**src/rtl/mem_port_arbiter.sv**
```systemverilog
// Round-robin arbiter sharing one block-memory port between two cache controllers,
// with a per-transaction watchdog that aborts hung memory accesses.
module mem_port_arbiter #(
    parameter int ADDR_W  = 28,
    parameter int DATA_W  = 128,
    parameter int TIMEOUT = 255,
    parameter int CNT_W   = 8
) (
    input  logic              clk_i,
    input  logic              reset_ni,
    input  logic              c0_m_read_i,
    input  logic              c0_m_wr_i,
    input  logic [ADDR_W-1:0] c0_m_address_i,
    input  logic [DATA_W-1:0] c0_m_write_data_i,
    output logic [DATA_W-1:0] c0_m_read_data_o,
    output logic              c0_m_busywait_o,
    output logic              c0_m_read_done_o,
    output logic              c0_m_write_done_o,
    input  logic              c1_m_read_i,
    input  logic              c1_m_wr_i,
    input  logic [ADDR_W-1:0] c1_m_address_i,
    input  logic [DATA_W-1:0] c1_m_write_data_i,
    output logic [DATA_W-1:0] c1_m_read_data_o,
    output logic              c1_m_busywait_o,
    output logic              c1_m_read_done_o,
    output logic              c1_m_write_done_o,
    output logic              m_read_o,
    output logic              m_wr_o,
    output logic [ADDR_W-1:0] m_address_o,
    output logic [DATA_W-1:0] m_write_data_o,
    input  logic [DATA_W-1:0] m_read_data_i,
    input  logic              m_busywait_i,
    input  logic              m_read_done_i,
    input  logic              m_write_done_i,
    output logic [1:0]        grant_o,
    output logic              timeout_err_o
);

    typedef enum logic [1:0] {
        ST_IDLE    = 2'b00,
        ST_GRANT   = 2'b01,
        ST_RELEASE = 2'b10
    } state_t;

    localparam logic [CNT_W-1:0] WD_LAST_C = CNT_W'(TIMEOUT - 1);

    state_t             state_r, state_nxt_s;
    logic               owner_r, owner_nxt_s;
    logic               last_r, last_nxt_s;
    logic [CNT_W-1:0]   wd_cnt_r, wd_cnt_nxt_s;
    logic               timeout_err_r, timeout_err_nxt_s;

    logic               req0_s, req1_s;
    logic               own_rd_s, own_wr_s, own_req_s;
    logic [ADDR_W-1:0]  own_addr_s;
    logic [DATA_W-1:0]  own_wdata_s;
    logic               in_grant_s, serve0_s, serve1_s, mem_done_s;

    assign req0_s     = c0_m_read_i | c0_m_wr_i;
    assign req1_s     = c1_m_read_i | c1_m_wr_i;
    assign in_grant_s = (state_r == ST_GRANT);
    assign serve0_s   = in_grant_s & ~owner_r;
    assign serve1_s   = in_grant_s & owner_r;
    assign mem_done_s = (m_read_done_i | m_write_done_i) & ~m_busywait_i;

    // Select the owner's bus; a simultaneous read and write is forwarded as a write only.
    always_comb begin
        own_rd_s    = 1'b0;
        own_wr_s    = 1'b0;
        own_addr_s  = c0_m_address_i;
        own_wdata_s = c0_m_write_data_i;
        if (owner_r) begin
            own_rd_s    = c1_m_read_i & ~c1_m_wr_i;
            own_wr_s    = c1_m_wr_i;
            own_addr_s  = c1_m_address_i;
            own_wdata_s = c1_m_write_data_i;
        end else begin
            own_rd_s    = c0_m_read_i & ~c0_m_wr_i;
            own_wr_s    = c0_m_wr_i;
            own_addr_s  = c0_m_address_i;
            own_wdata_s = c0_m_write_data_i;
        end
    end
    assign own_req_s = own_rd_s | own_wr_s;

    assign m_read_o       = in_grant_s & own_rd_s;
    assign m_wr_o         = in_grant_s & own_wr_s;
    assign m_address_o    = own_addr_s;
    assign m_write_data_o = own_wdata_s;

    // An unserved port sees its own request reflected as busywait, which stalls it.
    assign c0_m_busywait_o   = serve0_s ? m_busywait_i : req0_s;
    assign c1_m_busywait_o   = serve1_s ? m_busywait_i : req1_s;
    assign c0_m_read_done_o  = serve0_s & m_read_done_i;
    assign c0_m_write_done_o = serve0_s & m_write_done_i;
    assign c1_m_read_done_o  = serve1_s & m_read_done_i;
    assign c1_m_write_done_o = serve1_s & m_write_done_i;
    assign c0_m_read_data_o  = m_read_data_i;
    assign c1_m_read_data_o  = m_read_data_i;

    assign grant_o       = {serve1_s, serve0_s};
    assign timeout_err_o = timeout_err_r;

    // Next-state, ownership and watchdog logic.
    always_comb begin
        state_nxt_s       = state_r;
        owner_nxt_s       = owner_r;
        last_nxt_s        = last_r;
        wd_cnt_nxt_s      = wd_cnt_r;
        timeout_err_nxt_s = timeout_err_r;
        case (state_r)
            ST_IDLE: begin
                if (req0_s | req1_s) begin
                    state_nxt_s  = ST_GRANT;
                    wd_cnt_nxt_s = {CNT_W{1'b0}};
                    if (req0_s & req1_s) begin
                        owner_nxt_s = ~last_r;
                    end else begin
                        owner_nxt_s = req1_s;
                    end
                end else begin
                    state_nxt_s = ST_IDLE;
                end
            end
            ST_GRANT: begin
                wd_cnt_nxt_s = wd_cnt_r + CNT_W'(1);
                if (mem_done_s) begin
                    state_nxt_s = ST_RELEASE;
                    last_nxt_s  = owner_r;
                end else if (!own_req_s) begin
                    state_nxt_s = ST_RELEASE;
                    last_nxt_s  = owner_r;
                end else if (wd_cnt_r == WD_LAST_C) begin
                    state_nxt_s       = ST_RELEASE;
                    last_nxt_s        = owner_r;
                    timeout_err_nxt_s = 1'b1;
                end else begin
                    state_nxt_s = ST_GRANT;
                end
            end
            ST_RELEASE: begin
                state_nxt_s = ST_IDLE;
            end
            default: begin
                state_nxt_s = ST_IDLE;
            end
        endcase
    end

    // State register; last resets to 1 so port 0 wins the first tie.
    always_ff @(posedge clk_i or negedge reset_ni) begin
        if (!reset_ni) begin
            state_r       <= ST_IDLE;
            owner_r       <= 1'b0;
            last_r        <= 1'b1;
            wd_cnt_r      <= {CNT_W{1'b0}};
            timeout_err_r <= 1'b0;
        end else begin
            state_r       <= state_nxt_s;
            owner_r       <= owner_nxt_s;
            last_r        <= last_nxt_s;
            wd_cnt_r      <= wd_cnt_nxt_s;
            timeout_err_r <= timeout_err_nxt_s;
        end
    end

endmodule

```
**config.mk**
```make
export PLATFORM = sky130hd
export DESIGN_NAME = mem_port_arbiter
export DESIGN_NICKNAME = d
export VERILOG_FILES = /design/src/rtl/mem_port_arbiter.sv
export SDC_FILE = /design/constraint.sdc
export NUM_CORES = 1
export LEC_CHECK = 0
export BUFFER_PORTS_ARGS = -buffer_cell sky130_fd_sc_hd__buf_2
export CAP_MARGIN = 10
export CORE_AREA = 2 2 337 339
export DETAILED_ROUTE_END_ITERATION = 10
export DIE_AREA = 0 0 339 341
export MAX_ROUTING_LAYER = met4
export PLACE_DENSITY = 0.3
export SYNTH_ARGS = -nofsm -noshare
export SYNTH_HDL_FRONTEND = slang
export SYNTH_SLANG_ARGS = --single-unit
```
**constraint.sdc**
```tcl
create_clock -name clk_i -period 1.5 [get_ports clk_i]
set_clock_uncertainty 0.1 [all_clocks]
set_input_delay 0.225 -clock clk_i [delete_from_list [all_inputs] [get_ports clk_i]]
set_output_delay 0.225 -clock clk_i [all_outputs]
set_load 0.01 [all_outputs]
```
==> metrics.md <==
| Metric | Value |
|---|---|
| Status | `complete, but fails checks` |
| Failing checks | `negative setup slack` |
| RePlAce Congestion | `0.756` |
| Total power | `11.7 mW` |
| Setup tns final | `-78.76 ns` |
| Post-place setup slack | `-0.406 ns` |
| Area leader, netlist | `buf_4` |
| Reg2Reg Depth | `6` |
| Hold Crit Class | `primary input to async pin` |
| Starting Density | `4.05%` |
| Clock Path Buffers | `2` |
| Max Slew Vio Count | `0` |
| Core Area | `112000 µm²` |
| CTS Sinks | `13` |
| Die W | `339 µm` |
| Cell Pwr Density | `1390 nW/µm²` |
| R2r endpoint | `last_r` |
| Synth Area in XOR/XNOR | `0%` |
| CP Max Fanout | `13` |
| Seq pwr share | `4.6%` |
| Vias in the first global route | `5318` |
| Die Y-Extent | `341 µm` |
| Worst-path clk slew | `0.05 ns` |
| Synth Instances | `514` |
| Placed cell count | `2265` |
| Post-synth top area share | `42.8%` |
| TritonCTS clock tree | `built` |
| First-pass GRT wire length | `50400 µm` |
| Logic pwr share | `91.1%` |
| Synth unique cells | `35` |
| Fmax achieved | `0.485 GHz` |
| Simple-Gate Fraction of Synth Area | `4.03%` |
| Final instance area | `8400 µm²` |
| Total grt overflow | `0` |
| Post-synthesis average cell area | `8.81 µm²` |
| Grt met3 use | `3.16%` |
| Max cap viols | `0` |
| Post-synthesis adder-cell area fraction | `0.552%` |
| Fin cells | `2292` |
| Synth top area cells | `buf_4 (43%), mux2_2 (39%), dfrtp_1 (6.6%)` |
| Met1 usage | `7.32%` |
| Syn Nets | `965` |
| Min cycle time layout | `2.06 ns` |
| Crit share post-route | `137%` |
| CP Capture Type | `output pin` |
| Synth Cell Area | `4530 µm²` |
| RR Startpoint | `owner_r` |
| Die area | `116000 µm²` |
| Total I/O pin count | `872` |
| Setup crit start kind | `flip-flop` |
| Post-synthesis mux area share | `40.0%` |
| Clock Latency Late Sink | `0.24 ns` |
| Worst slew pin tran | `0.313 ns` |
| Largest family of logic cells by synthesized area | `buffers and inverters` |
| DR iter-0 viols | `101` |
| Post-synthesis compound-gate area fraction | `2.90%` |
| CTS buffer count | `3` |
| Net Sw Power | `5.20 mW` |
| DRC viols | `0` |
| Routed Antenna Nets | `0` |
| YS warnings | `0` |
| R2r setup slk | `-0.31 ns` |
| CP arrival | `1.74 ns` |
| Gr usage total | `6.71%` |
| Clk pwr share | `4.3%` |
| Pre-antenna DRT Iters | `4` |
| Slew HR | `79.1%` |
| Largest net degree at the start of global routing | `28` |
| Critical path class | `flip-flop to output pin` |
| GR peak layer | `met2` |
| Via count | `4753` |
| Root Buffer | `clkbuf_16` |
| Port Buffers | `487` |
| WL/cell | `17.6 µm` |
| Core Rows | `123` |
| Post-DP HPWL | `36400 µm` |
| Met2 Use GR | `11.0%` |
| Int Power | `6.51 mW` |
| Initial antenna violation count | `12` |
| Leak pwr | `3.73 nW` |
| Final-stage net count | `1236` |
| Placed Area | `7170 µm²` |
| Drt total wl | `40300 µm` |
| Net Sw Frac | `44.4%` |
| Area Overhead vs Synth | `85.4%` |
| CTS H-tree depth | `1` |
| Critical Path RT | `1.17 ns` |
| Share of cells above drive strength 1 | `91.3%` |
| #FFs+latches synth | `13` |
| Hold Violations, Final | `0` |
| Final WS setup | `-0.560 ns` |
| Via/cell ratio | `2.07` |
| Setup violations, final | `170` |
| RSZ-0062 raised after global routing | `yes` |
| Peak VDD IR | `0.459 mV` |
| Sequential-to-total area share from yosys stat | `7.21%` |
## critical path: stages, from the launching register on
cell and delay [ns]:
dfrtp_4 0.45, buf_16 0.19, clkbuf_16 0.22, mux2_2 0.40, buf_2 0.16
## layout by cell type, fill, tap and decap left out, types with 8 or more instances in the layout
cell type / instances
buf_2: 398
mux2_2: 120
buf_6: 87
mux2_4: 38
buf_4: 36
dfrtp_1: 11
nor2_1: 10
buf_12: 9
diode_2: 8
## flip-flops by register name, summed over array words and instances, names as in the netlist
name,count
last_r,1
state_r,2
timeout_err_o,1
owner_r,1
wd_cnt_r,8
## power groups by stage
| stage | sequential, mW | clock (mW) | combinational (mW) |
|---|---|---|---|
| after detailed placement | 0.532 | 0 | 8.27 |
| final | 0.541 | 0.501 | 10.7 |
| after floorplan | 0.538 | 0 | 4.65 |
| after global routing | 0.560 | 0.538 | 11.4 |
| after global placement | 0.532 | 0 | 8.24 |
| after CTS | 0.542 | 0.523 | 10.2 |
## timing repair
| item | in CTS | in global routing |
|---|---|---|
| endpoints found under the hold margin | 12 | 0 |
| gates resized for setup | 117 | 72 |
| pin swaps | 1 | 0 |
| setup buffers | 6 | 2 |
| gates cloned | 4 | 2 |
| setup endpoints to repair | 170 | 171 |
| hold buffers | 1 | 0 |
## Yosys cell counts
| cell | count |
|---|---|
| a21o_1 | 1 |
| a21oi_1 | 2 |
| a22o_1 | 1 |
| a31oi_1 | 3 |
| a32oi_1 | 1 |
| a41oi_1 | 1 |
| and2_1 | 2 |
| and3_1 | 6 |
| buf_1 | 1 |
| buf_2 | 17 |
| buf_4 | 258 |
| clkbuf_1 | 2 |
| dfrtp_1 | 12 |
| dfstp_2 | 1 |
| ha_1 | 2 |
| inv_1 | 5 |
| mux2_2 | 157 |
| mux2_4 | 1 |
| mux2i_1 | 3 |
| nand2_1 | 5 |
| nand2b_1 | 2 |
| nand3_1 | 3 |
| nand4_1 | 3 |
| nor2_1 | 11 |
| nor2b_1 | 1 |
| nor3_1 | 1 |
| o211ai_1 | 1 |
| o21a_1 | 1 |
| o21ai_0 | 4 |
| o21ai_1 | 1 |
| o221ai_1 | 1 |
| o31ai_1 | 1 |
| o31ai_2 | 1 |
| or2_1 | 1 |
| or3b_1 | 1 |
## logic make-up after synthesis
logic type	count (synthesis)
compound gates	19
mux	161
fa+ha+maj	2
flops	13
simple gates	36
buf+inv	283
## per-stage QoR
stage,hold WS (ns),util [%]
CTS,0.350,7.14
detailed placement,0.0444,6.41
finish,0.341,7.51
global placement,0.0499,6.41
floorplan,-0.171,-
global route,0.350,7.51
## layer usage
metal | part of all wire, % | wire length [µm]
met1 | 39 | 15500
met2 | 47 | 19000
met3 | 12 | 4700
met4 | 2.7 | 1070
met5 | 0 | 0
## cell type report
type                            count  area, µm²
Tap cell                         1500       1880
Sequential cell                    13        330
Multi-Input combinational cell    218       2350
Inverter                            5       18.8
Fill cell                       13200     103000
Timing Repair Buffer              544       3730
Antenna cell                        8       20.0
Clock buffer                        4       78.8
## how the worst max path moves through the flow
stage,from,slack (ns),cells past startpoint,endpoint
after floorplan,owner_r,-0.02,3,m_address_o[10]
after global placement,owner_r,-0.39,4,m_write_data_o[13]
after detailed placement,owner_r,-0.41,4,m_write_data_o[15]
after CTS,owner_r,-0.59,4,m_write_data_o[9]
after global routing,owner_r,-0.59,4,m_write_data_o[15]
final,owner_r,-0.56,4,m_address_o[24]
Power figures use the tool's default switching activity.
